<file path="src/rtl/uart_frame_arbiter.sv">
// Round-robin arbiter that serialises 24-bit words from two requesters into
// 4-byte UART frames (header byte followed by the payload, MSB first).
module uart_frame_arbiter #(
    parameter logic [7:0]  HEADER0 = 8'h41,
    parameter logic [7:0]  HEADER1 = 8'h42,
    parameter logic [15:0] TIMEOUT = 16'd20000
) (
    input  logic        clk,
    input  logic        rst,
    input  logic        req0,
    input  logic [23:0] data0,
    output logic        ack0,
    input  logic        req1,
    input  logic [23:0] data1,
    output logic        ack1,
    output logic        uart_transmit,
    output logic [7:0]  uart_tx_byte,
    input  logic        uart_tx_done,
    input  logic        uart_is_transmitting,
    output logic        busy,
    output logic        grant_id,
    output logic        frame_done,
    output logic        tx_error
);

    typedef enum logic [1:0] {
        IDLE      = 2'd0,
        SEND      = 2'd1,
        WAIT_DONE = 2'd2
    } state_t;

    state_t      state_r, state_s;
    logic [1:0]  idx_r, idx_s;
    logic [15:0] tmo_cnt_r, tmo_cnt_s, tmo_inc_s;
    logic [23:0] data_r, data_s;
    logic        last_gnt_r, last_gnt_s;
    logic        grant_r, grant_s;
    logic        pick_s;
    logic        ack0_r, ack0_s;
    logic        ack1_r, ack1_s;
    logic        transmit_r, transmit_s;
    logic [7:0]  tx_byte_r, tx_byte_s;
    logic        frame_done_r, frame_done_s;
    logic        tx_error_r, tx_error_s;
    logic        busy_r, busy_s;

    function automatic logic [7:0] frame_byte(
        input logic [7:0]  hdr,
        input logic [23:0] payload,
        input logic [1:0]  sel
    );
        logic [7:0] b;
        case (sel)
            2'd0:    b = hdr;
            2'd1:    b = payload[23:16];
            2'd2:    b = payload[15:8];
            2'd3:    b = payload[7:0];
            default: b = 8'h00;
        endcase
        return b;
    endfunction

    // Round-robin pick: on a tie the requester not served last wins.
    always_comb begin
        pick_s = 1'b0;
        if (req0 && req1) begin
            pick_s = ~last_gnt_r;
        end else begin
            pick_s = req1;
        end
    end

    // Next-state and next-output logic for the framing FSM.
    always_comb begin
        state_s      = state_r;
        idx_s        = idx_r;
        tmo_cnt_s    = tmo_cnt_r;
        tmo_inc_s    = tmo_cnt_r + 16'd1;
        data_s       = data_r;
        last_gnt_s   = last_gnt_r;
        grant_s      = grant_r;
        tx_byte_s    = tx_byte_r;
        ack0_s       = 1'b0;
        ack1_s       = 1'b0;
        transmit_s   = 1'b0;
        frame_done_s = 1'b0;
        tx_error_s   = 1'b0;
        case (state_r)
            IDLE: begin
                if (req0 || req1) begin
                    state_s    = SEND;
                    idx_s      = 2'd0;
                    last_gnt_s = pick_s;
                    grant_s    = pick_s;
                    if (pick_s) begin
                        ack1_s = 1'b1;
                        data_s = data1;
                    end else begin
                        ack0_s = 1'b1;
                        data_s = data0;
                    end
                end else begin
                    state_s = IDLE;
                end
            end
            SEND: begin
                if (!uart_is_transmitting) begin
                    state_s    = WAIT_DONE;
                    transmit_s = 1'b1;
                    tx_byte_s  = frame_byte(grant_r ? HEADER1 : HEADER0, data_r, idx_r);
                    tmo_cnt_s  = 16'd0;
                end else begin
                    state_s = SEND;
                end
            end
            WAIT_DONE: begin
                // A done arriving on the timeout cycle still wins.
                if (uart_tx_done) begin
                    if (idx_r == 2'd3) begin
                        frame_done_s = 1'b1;
                        state_s      = IDLE;
                    end else begin
                        idx_s   = idx_r + 2'd1;
                        state_s = SEND;
                    end
                end else if (tmo_inc_s == TIMEOUT) begin
                    tx_error_s = 1'b1;
                    state_s    = IDLE;
                end else begin
                    tmo_cnt_s = tmo_inc_s;
                end
            end
            default: begin
                state_s = IDLE;
            end
        endcase
        busy_s = (state_s != IDLE);
    end

    // State and registered-output flops.
    always_ff @(posedge clk) begin
        if (rst) begin
            state_r      <= IDLE;
            idx_r        <= 2'd0;
            tmo_cnt_r    <= 16'd0;
            data_r       <= 24'd0;
            last_gnt_r   <= 1'b1;
            grant_r      <= 1'b0;
            ack0_r       <= 1'b0;
            ack1_r       <= 1'b0;
            transmit_r   <= 1'b0;
            tx_byte_r    <= 8'h00;
            frame_done_r <= 1'b0;
            tx_error_r   <= 1'b0;
            busy_r       <= 1'b0;
        end else begin
            state_r      <= state_s;
            idx_r        <= idx_s;
            tmo_cnt_r    <= tmo_cnt_s;
            data_r       <= data_s;
            last_gnt_r   <= last_gnt_s;
            grant_r      <= grant_s;
            ack0_r       <= ack0_s;
            ack1_r       <= ack1_s;
            transmit_r   <= transmit_s;
            tx_byte_r    <= tx_byte_s;
            frame_done_r <= frame_done_s;
            tx_error_r   <= tx_error_s;
            busy_r       <= busy_s;
        end
    end

    assign ack0          = ack0_r;
    assign ack1          = ack1_r;
    assign uart_transmit = transmit_r;
    assign uart_tx_byte  = tx_byte_r;
    assign busy          = busy_r;
    assign grant_id      = grant_r;
    assign frame_done    = frame_done_r;
    assign tx_error      = tx_error_r;

endmodule

</file>
<file path="config.mk">
export PLATFORM = sky130hd
export DESIGN_NAME = uart_frame_arbiter
export DESIGN_NICKNAME = d
export VERILOG_FILES = /design/src/rtl/uart_frame_arbiter.sv
export SDC_FILE = /design/constraint.sdc
export NUM_CORES = 1
export LEC_CHECK = 0
export BUFFER_PORTS_ARGS = -buffer_cell sky130_fd_sc_hd__buf_2
export CAP_MARGIN = 30
export CORE_ASPECT_RATIO = 2
export CORE_MARGIN = 3
export CORE_UTILIZATION = 40
export DETAILED_ROUTE_END_ITERATION = 10
export GPL_TIMING_DRIVEN = 0
export PLACE_DENSITY = 0.62
export SLEW_MARGIN = 0
export SYNTH_ARGS = -nofsm -noshare
export SYNTH_HDL_FRONTEND = slang
export SYNTH_SLANG_ARGS = --single-unit
</file>
<file path="constraint.sdc">
create_clock -name clk -period 2.3 [get_ports clk]
set_clock_uncertainty 0.1 [all_clocks]
set_input_delay 0.115 -clock clk [delete_from_list [all_inputs] [get_ports clk]]
set_output_delay 0.115 -clock clk [all_outputs]
set_load 0.05 [all_outputs]
</file>
==> impl_metrics.ini, run 1 <==
[worst_setup_path]
r2r-start = tmo_cnt_r[0]
critical_path_required_ns = 2.41
cp-end-kind = flip-flop
crit_start = tmo_cnt_r[0]
crit_fanout = 6
cp_data_arrival_time_ns = 2.54
path_class = reg -> reg
startpoint_type = flip-flop

[die]
fp.dieW_um = 66.30
coreArea_um2 = 6994
io-pin-count = 69
fp-row-count = 43
die_area_um2 = 8394
dieHeight_um = 126.6
initial_core_util = 0.4159

[place]
dp_cells = 502
dp_hpwl_mm = 6.504
gp_congestion = 0.9506
portBuffers = 68
place_area_um2 = 3362

[detailed_routing]
vias_per_cell = 5.557
via_count = 2945
drt-initial-drc-count = 211
wl_per_cell_um = 17.07
ant_nets = 0
drc = 0
drtPass1Iterations = 5
routed_wl_mm = 9.047

[clocking]
numCtsBuffers = 9
htreeDepth = 3
cts_sinks = 60
clk_pin_slew_worst_paths_ns = 0.05
cts_tree = built
clk_latency_ns = 0.33
cts_buffer_depth = 2
cts_root_buf = clkbuf_16

[sta]
finalCritPeriodShare = 1.058
period_needed_ns = 2.433
rsz0062_at_grt = true
worst_pin_slew_ns = 0.6749
fmax_ghz = 0.4110
fin_ws_ns = -0.1331
maxSlewViolCount = 0
slew_headroom = 0.5484
setup_viol = 14
fin_setup_tns_ns = -1.274
hold_viol = 0

[worst_hold_path]
min_from = data0[17]
min_path_type = in -> reg

[pwr]
vdd_drop_max_mv = 0.4241
powerDensity_nw_per_um2 = 713.6
p_leak_uw = 0.001600

[yosys]
synthCells = 344
synth_top_area_frac = 0.4129
syn_avg_cell_area_um2 = 8.457
yosysSeqAreaShare = 0.4129
synth_cell_types = 50
synth.most_common_cell = dfxtp_1
yosysWarnings = 0
synthTopCellsByArea = dfxtp_1 41%, mux2i_1 8.3%, a211oi_1 6.7%, nor2_1 6.1%, a21oi_1 3.8%
syn-num-nets = 403
synthArstFlopShare = 0
synth_top_area_cell = dfxtp_1
synthFlopType = dfxtp_1
synth_edf_count = 0
ys_ff_latch = 60
synth_area_um2 = 2909
synth_common_cells = 60 x dfxtp_1, 47 x nor2_1, 27 x nand2_1, 26 x a211oi_1, 24 x mux2i_1

[global_routing]
grt_first_pass_wirelength_mm = 13.69
track_usage = 0.2192
grt_overflow = 0
grt_pass1_vias = 2869
antenna_found_initial = 0
grt_max_degree = 11

[finish]
multiInputGateArea_um2 = 1802
instances_no_fill = 530
final_area_um2 = 4051
antennaDiodeCount = 0
fillers = 700
nets = 494
finish.utilization = 0.5792
drive_gt1_frac = 0.3250
seq_area_um2 = 1227
areaGrowthSynthToFinish_pct = 39.27

[outcome]
violations = setup timing
status = complete, but fails checks

[flow_run]
drv_cap = 0
-- state kept, by name, summed over array words and instances (netlist names), 2 cells and up --
register	flops
state_r	2
tmo_cnt_r	16
data_r	24
uart_tx_byte	8
idx_r	2
-- final timing paths --
| kind | end | slack, ns | cells after the start |
|---|---|---|---|
| setup / recovery | tmo_cnt_r[3] | -0.13 | 10 |
| hold / removal | data_r[17] | 0.02 | 3 |
| setup reg to reg | tmo_cnt_r[3] | -0.13 | 10 |
| hold reg to reg | uart_tx_byte[1] | 0.38 | 2 |
-- through the flow --
step | power (uW) | hold slack [ns] | setup WS, ns
2_1_floorplan | 1418 | 0.1610 | 0.07326
3_3_place_gp | 1551 | 0.2926 | -0.3838
3_5_place_dp | 1559 | 0.3015 | -0.4040
4_1_cts | 2902 | 0.01779 | -0.009020
5_1_grt | 2990 | 0.04186 | -0.1798
6_report | 2891 | 0.02217 | -0.1331
-- metal layers --
metal,GRT usage,vias up,part of all wire
met1,0.1948,1358,0.33
li1,-,1444,-
met5,0,-,0
met4,0.1497,0,0.045
met3,0.04606,34,0.047
met2,0.4130,109,0.58
-- area by class of cell --
type	count	share of cell area
buffer	25	0.03057
clock buffer	11	0.06238
tap	90	0.02779
sequential	60	0.3030
timing repair buffer	81	0.1137
inverter	6	0.005559
clock inverter	5	0.01235
multi-input combinational	252	0.4447
-- logic make-up (layout without fill, tap and decap cells) --
logic type,Yosys count,in the layout,synth area share
AO/OA/AOI/OAI,92,92,0.2202
AND/OR/NAND/NOR,129,129,0.2099
buffers and inverters,32,128,0.04688
multiplexers,24,24,0.08258
XOR/XNOR,2,2,0.006023
adder cells (fa/ha/maj),5,5,0.02151
flip-flops,60,60,0.4129
-- where the power goes --
part	internal (uW)	switching, uW	total (uW)
clock	888	464	1350
combinational	144	236	380
sequential	1110	50.6	1160
-- cells in the final DEF, fill, tap and decap left out, types with 5 or more instances in the layout --
master     Yosys  final
a211oi_1      26     26
mux2i_1       24     24
nor2_1        47     47
a21oi_1       22     22
o21ai_0       11     10
nor3_1        15     14
nand2_1       27     25
clkbuf_1      20     18
inv_1          6      6
nand3_1       12      9
a222oi_1       7      7
dfxtp_2        0      6
buf_2          1     68
nand2b_1       6      6
clkbuf_16      0      9
dfxtp_1       60     49
buf_4          2     10
dfxtp_4        0      5
-- critical path: stages (launching register included) --
cell       delay, ns
dfxtp_4         0.37
ha_4            0.19
and2_4          0.17
o31a_1          0.27
o32ai_2         0.30
o2111ai_2       0.19
or2_1           0.26
buf_6           0.15
nand2_8         0.07
buf_8           0.14
o32ai_2         0.07
-- timing repair --
item,in CTS,in global routing
pin swaps,8,11
hold buffers,1,0
buffers inserted,3,9
endpoints found under the setup margin,17,30
gates resized for setup,39,30
hold endpoints to repair,1,0
cloned,1,0
(Power assumes the default switching activity.)
==> run 2, diff against run 1 <==
--- a/config.mk
+++ b/config.mk
@@ -8,7 +8,6 @@
 export BUFFER_PORTS_ARGS = -buffer_cell sky130_fd_sc_hd__buf_2
 export CAP_MARGIN = 30
 export CORE_ASPECT_RATIO = 2
-export CORE_MARGIN = 3
 export CORE_UTILIZATION = 40
 export DETAILED_ROUTE_END_ITERATION = 10
 export GPL_TIMING_DRIVEN = 0
==> impl_metrics.ini, run 2 (synthesized netlist as in run 1, its figures left out) <==
[outcome]
status = complete, but fails checks
violations = setup timing

[die]
die_area_um2 = 7638
dieHeight_um = 122.6
initial_core_util = 0.4159
fp.dieW_um = 62.30
coreArea_um2 = 6994
io-pin-count = 69
fp-row-count = 43

[sta]
worst_pin_slew_ns = 0.6328
rsz0062_at_grt = true
setup_viol = 1
period_needed_ns = 2.312
fmax_ghz = 0.4326
slew_headroom = 0.5782
hold_viol = 0
finalCritPeriodShare = 1.005
fin_ws_ns = -0.01171
maxSlewViolCount = 0

[global_routing]
antenna_found_initial = 0
track_usage = 0.2426
grt_overflow = 0
grt_first_pass_wirelength_mm = 13.90
grt_pass1_vias = 2945
grt_max_degree = 11

[clocking]
htreeDepth = 3
cts_sinks = 60
cts_root_buf = clkbuf_16
cts_tree = built
clk_pin_slew_worst_paths_ns = 0.05
cts_buffer_depth = 2
numCtsBuffers = 9
clk_latency_ns = 0.33

[flow_run]
drv_cap = 0

[finish]
largest_reg_flops = 24
largest_register = data_r
antennaDiodeCount = 0
nets = 496
drive_gt1_frac = 0.3167
layout_commonest_cell = buf_2
areaGrowthSynthToFinish_pct = 36.99
fillers = 697
finish.utilization = 0.5698
mostFrequentLayoutCells = 68 x buf_2, 48 x dfxtp_1, 47 x nor2_1

[detailed_routing]
ant_nets = 0
drc = 0
via_count = 2931
drtPass1Iterations = 4
vias_per_cell = 5.509
routed_wl_mm = 8.662
drt-initial-drc-count = 188
wl_per_cell_um = 16.28

[worst_hold_path]
min_path_type = in -> reg

[worst_setup_path]
critical_path_required_ns = 2.41
cp-end-kind = flip-flop
crit_fanout = 6
cp_data_arrival_time_ns = 2.42
startpoint_type = flip-flop
path_class = reg -> reg
reg2reg_slack_ns = -0.01

[place]
portBuffers = 68
gp_congestion = 0.9327
dp_hpwl_mm = 6.459
post-place-ws_ns = -0.4917

[pwr]
p_sw_frac = 0.2674
p_seq_frac = 0.423
power.share.combinational = 0.138
clock_power_share = 0.439
internal_power_uw = 2007
p_leak_uw = 0.001587
vdd_drop_max_mv = 0.5053
powerDensity_nw_per_um2 = 687.5
p_sw_uw = 732.5
[run 2: final cells by class]
type,count,area (um^2),share of cell area
Buffer,25,123.9,0.03108
Clock buffer,14,254.0,0.06374
Clock inverter,2,10.01,0.002512
Inverter,6,22.52,0.005651
Multi-Input combinational cell,252,1744,0.4377
Sequential cell,60,1231,0.3089
Tap cell,90,112.6,0.02826
Timing Repair Buffer,83,486.7,0.1221
[run 2: power groups by stage]
stage	Combinational [uW]	Clock, uW	Sequential (uW)
finish	377	1200	1160
global route	419	1270	1170
CTS	377	1220	1160
detailed placement	372	0	1190
global placement	364	0	1180
floorplan	220	0	1200
[run 2: path summary, 6_finish.rpt]
check / start / end / cells past startpoint
hold reg to reg: last_gnt_r / last_gnt_r / 2
hold / removal: uart_tx_done / frame_done / 3
setup reg to reg: tmo_cnt_r[1] / tmo_cnt_r[4] / 10
setup / recovery: tmo_cnt_r[1] / tmo_cnt_r[4] / 10
[run 2: repair_timing]
action                                  in CTS  in global routing
resized for setup                           44                 21
hold endpoints to repair                     1                  0
cloned                                       1                  0
buffers inserted                             9                  6
endpoints found under the setup margin      17                 29
hold buffers                                 1                  0
pin swaps                                    7                  9
[run 2: per-stage QoR]
step / cells / area (um^2) / power (uW) / setup TNS, ns / hold WS [ns]
after floorplan: 344 / 2909 / 1418 / 0 / 0.1610
after global placement: 502 / 3362 / 1549 / -4.480 / 0.2938
after detailed placement: 502 / 3362 / 1558 / -5.133 / 0.2947
after CTS: 529 / 3906 / 2760 / 0 / 0.005369
after global routing: 532 / 3985 / 2851 / -0.4569 / 0.01592
final: 532 / 3985 / 2740 / -0.01171 / 0.01361
[run 2: critical path: stages, from the launching register on]
cell       delay, ns
dfxtp_4         0.36
ha_4            0.17
nand2_4         0.09
or3_4           0.36
and3b_1         0.21
o2111ai_2       0.19
buf_4           0.16
nor3_4          0.04
buf_6           0.16
o311ai_2        0.24
o31ai_1         0.10
[run 2: per-layer routing]
layer  routed length [um]  GRT usage  up-vias
met5                    0          0        -
met4                  583     0.2238        0
met3                  315    0.04089       38
met2                 4879     0.4698      105
met1                 2884     0.2045     1342
li1                     -          -     1446
==> run 3, diff against run 2 <==
--- a/config.mk
+++ b/config.mk
@@ -12,6 +12,7 @@
 export DETAILED_ROUTE_END_ITERATION = 10
 export GPL_TIMING_DRIVEN = 0
 export PLACE_DENSITY = 0.62
+export SETUP_SLACK_MARGIN = 0.1
 export SLEW_MARGIN = 0
 export SYNTH_ARGS = -nofsm -noshare
 export SYNTH_HDL_FRONTEND = slang
==> impl_metrics.ini, run 3 (synthesized netlist as in run 1, its figures left out) <==
[global_routing]
track_usage = 0.2366
grt_pass1_vias = 2847
grt_first_pass_wirelength_mm = 13.50
grt_max_degree = 11
grt_overflow = 0
antenna_found_initial = 0

[sta]
maxSlewViolCount = 0
period_needed_ns = 2.366
hold_viol = 0
rsz0062_at_grt = true
slew_headroom = 0.5711
worst_pin_slew_ns = 0.6433
finalCritPeriodShare = 1.029
setup_viol = 8
fin_ws_ns = -0.06602
fmax_ghz = 0.4227

[finish]
fillers = 677
layout_commonest_cell = buf_2
largest_register = data_r
multiInputGateArea_um2 = 1864
final_area_um2 = 4126
seq_area_um2 = 1230
areaGrowthSynthToFinish_pct = 41.85
antennaDiodeCount = 0
mostFrequentLayoutCells = 69 x buf_2, 47 x dfxtp_1, 46 x nor2_1
nets = 496
drive_gt1_frac = 0.3401
largest_reg_flops = 24

[die]
initial_core_util = 0.4159
die_area_um2 = 7638
coreArea_um2 = 6994
fp.dieW_um = 62.30
dieHeight_um = 122.6
io-pin-count = 69
fp-row-count = 43

[pwr]
p_leak_uw = 0.001624
powerDensity_nw_per_um2 = 689.0
vdd_drop_max_mv = 0.3961

[worst_setup_path]
crit_cells = 10
crit_chain = ha_4, nand2_8, or3_4, nor3b_2, o2111ai_2, or2_1, buf_6, buf_6, nand3_2, a21bo_1
cp_data_arrival_time_ns = 2.48
path_class = reg -> reg
crit_fanout = 6
cp-end-kind = flip-flop
crit_slowest_cell = dfxtp_4
critical_path_required_ns = 2.42
cpMostUsedCell = buf_6
startpoint_type = flip-flop
path_buf_inv = 2
cp_slowest_stage_delay_ns = 0.37
r2r_cells = 10
crit_family = simple AND/OR/NAND/NOR gates

[clocking]
cts_buffer_depth = 2
cts_root_buf = clkbuf_16
htreeDepth = 3
cts_sinks = 60
cts_tree = built
clk_latency_ns = 0.32
numCtsBuffers = 9
clk_pin_slew_worst_paths_ns = 0.05

[place]
dp_hpwl_mm = 6.374
place_area_um2 = 3379
post-place-ws_ns = -0.3753
portBuffers = 68
gp_congestion = 0.9370

[detailed_routing]
drc = 0
routed_wl_mm = 8.674
via_count = 2956
drt-initial-drc-count = 183
drtPass1Iterations = 5
ant_nets = 0
wl_per_cell_um = 16.34
vias_per_cell = 5.567

[worst_hold_path]
hold_depth = 3
min_path_type = in -> reg

[flow_run]
drv_cap = 0

[outcome]
status = complete, but fails checks
violations = setup timing
-- run 3: cell types whose count changed in the layout (fill, tap and decap cells not counted), sizes merged --
cell	before	now
clkinv	2	1
bufinv	0	1
buf	86	87
clkbuf	35	33
-- run 3: what timing repair did --
item,CTS,global route
buffers inserted,10,2
pin swaps,11,15
resized for setup,38,40
setup endpoints to repair,18,26
hold endpoints to repair,1,0
hold buffers,1,0
gates cloned,1,0
-- run 3: routing by layer --
layer  up-vias  track usage  wire length (um)
met1      1381       0.2035              2963
met2        95       0.4629              4994
met5         -            0                 0
met3        30      0.04368               246
met4         0       0.1919               469
li1       1450            -                 -
-- run 3: report_power, final --
part | internal [uW] | leakage [uW] | switching [uW]
registers | 1110 | 0.000500 | 53.4
logic | 147 | 0.000985 | 236
clock network | 859 | 0.000140 | 439
-- run 3: worst reg2reg max path: cells and delay by family, from the launching register on --
family	cells	cell delay, ns
AO/OA/AOI/OAI	2	0.36
buffers and inverters	2	0.26
adder cells (fa/ha/maj)	1	0.19
flip-flops	1	0.37
AND/OR/NAND/NOR	5	0.97
-- run 3: worst paths after layout --
check	slack [ns]	to	startpoint
worst min-delay path	0.01	frame_done	uart_tx_done
worst max-delay path	-0.07	tmo_cnt_r[13]	tmo_cnt_r[0]
worst min register to register	0.36	last_gnt_r	last_gnt_r
worst max register to register	-0.07	tmo_cnt_r[13]	tmo_cnt_r[0]
-- run 3: area by class of cell --
cell class | instances | share of cell area
plain buffers | 26 | 0.03396
clock buffers | 13 | 0.06064
clock inverters | 2 | 0.008490
inverters | 6 | 0.005458
multi-input cells | 252 | 0.4518
flip-flops and latches | 60 | 0.2981
well taps | 90 | 0.02729
repair buffers | 82 | 0.1143
-- run 3: per-stage QoR --
step                        util  std cells  total power [uW]  hold slack, ns  setup TNS, ns
after floorplan                -        344              1418          0.1610              0
after global placement    0.4832        502              1550          0.2937         -3.137
after detailed placement  0.4832        502              1558          0.2958         -3.584
after CTS                 0.5623        529              2860        0.002126       -0.02727
after global routing      0.5900        531              2964         0.01627         -1.083
final                     0.5900        531              2843         0.01367        -0.1448
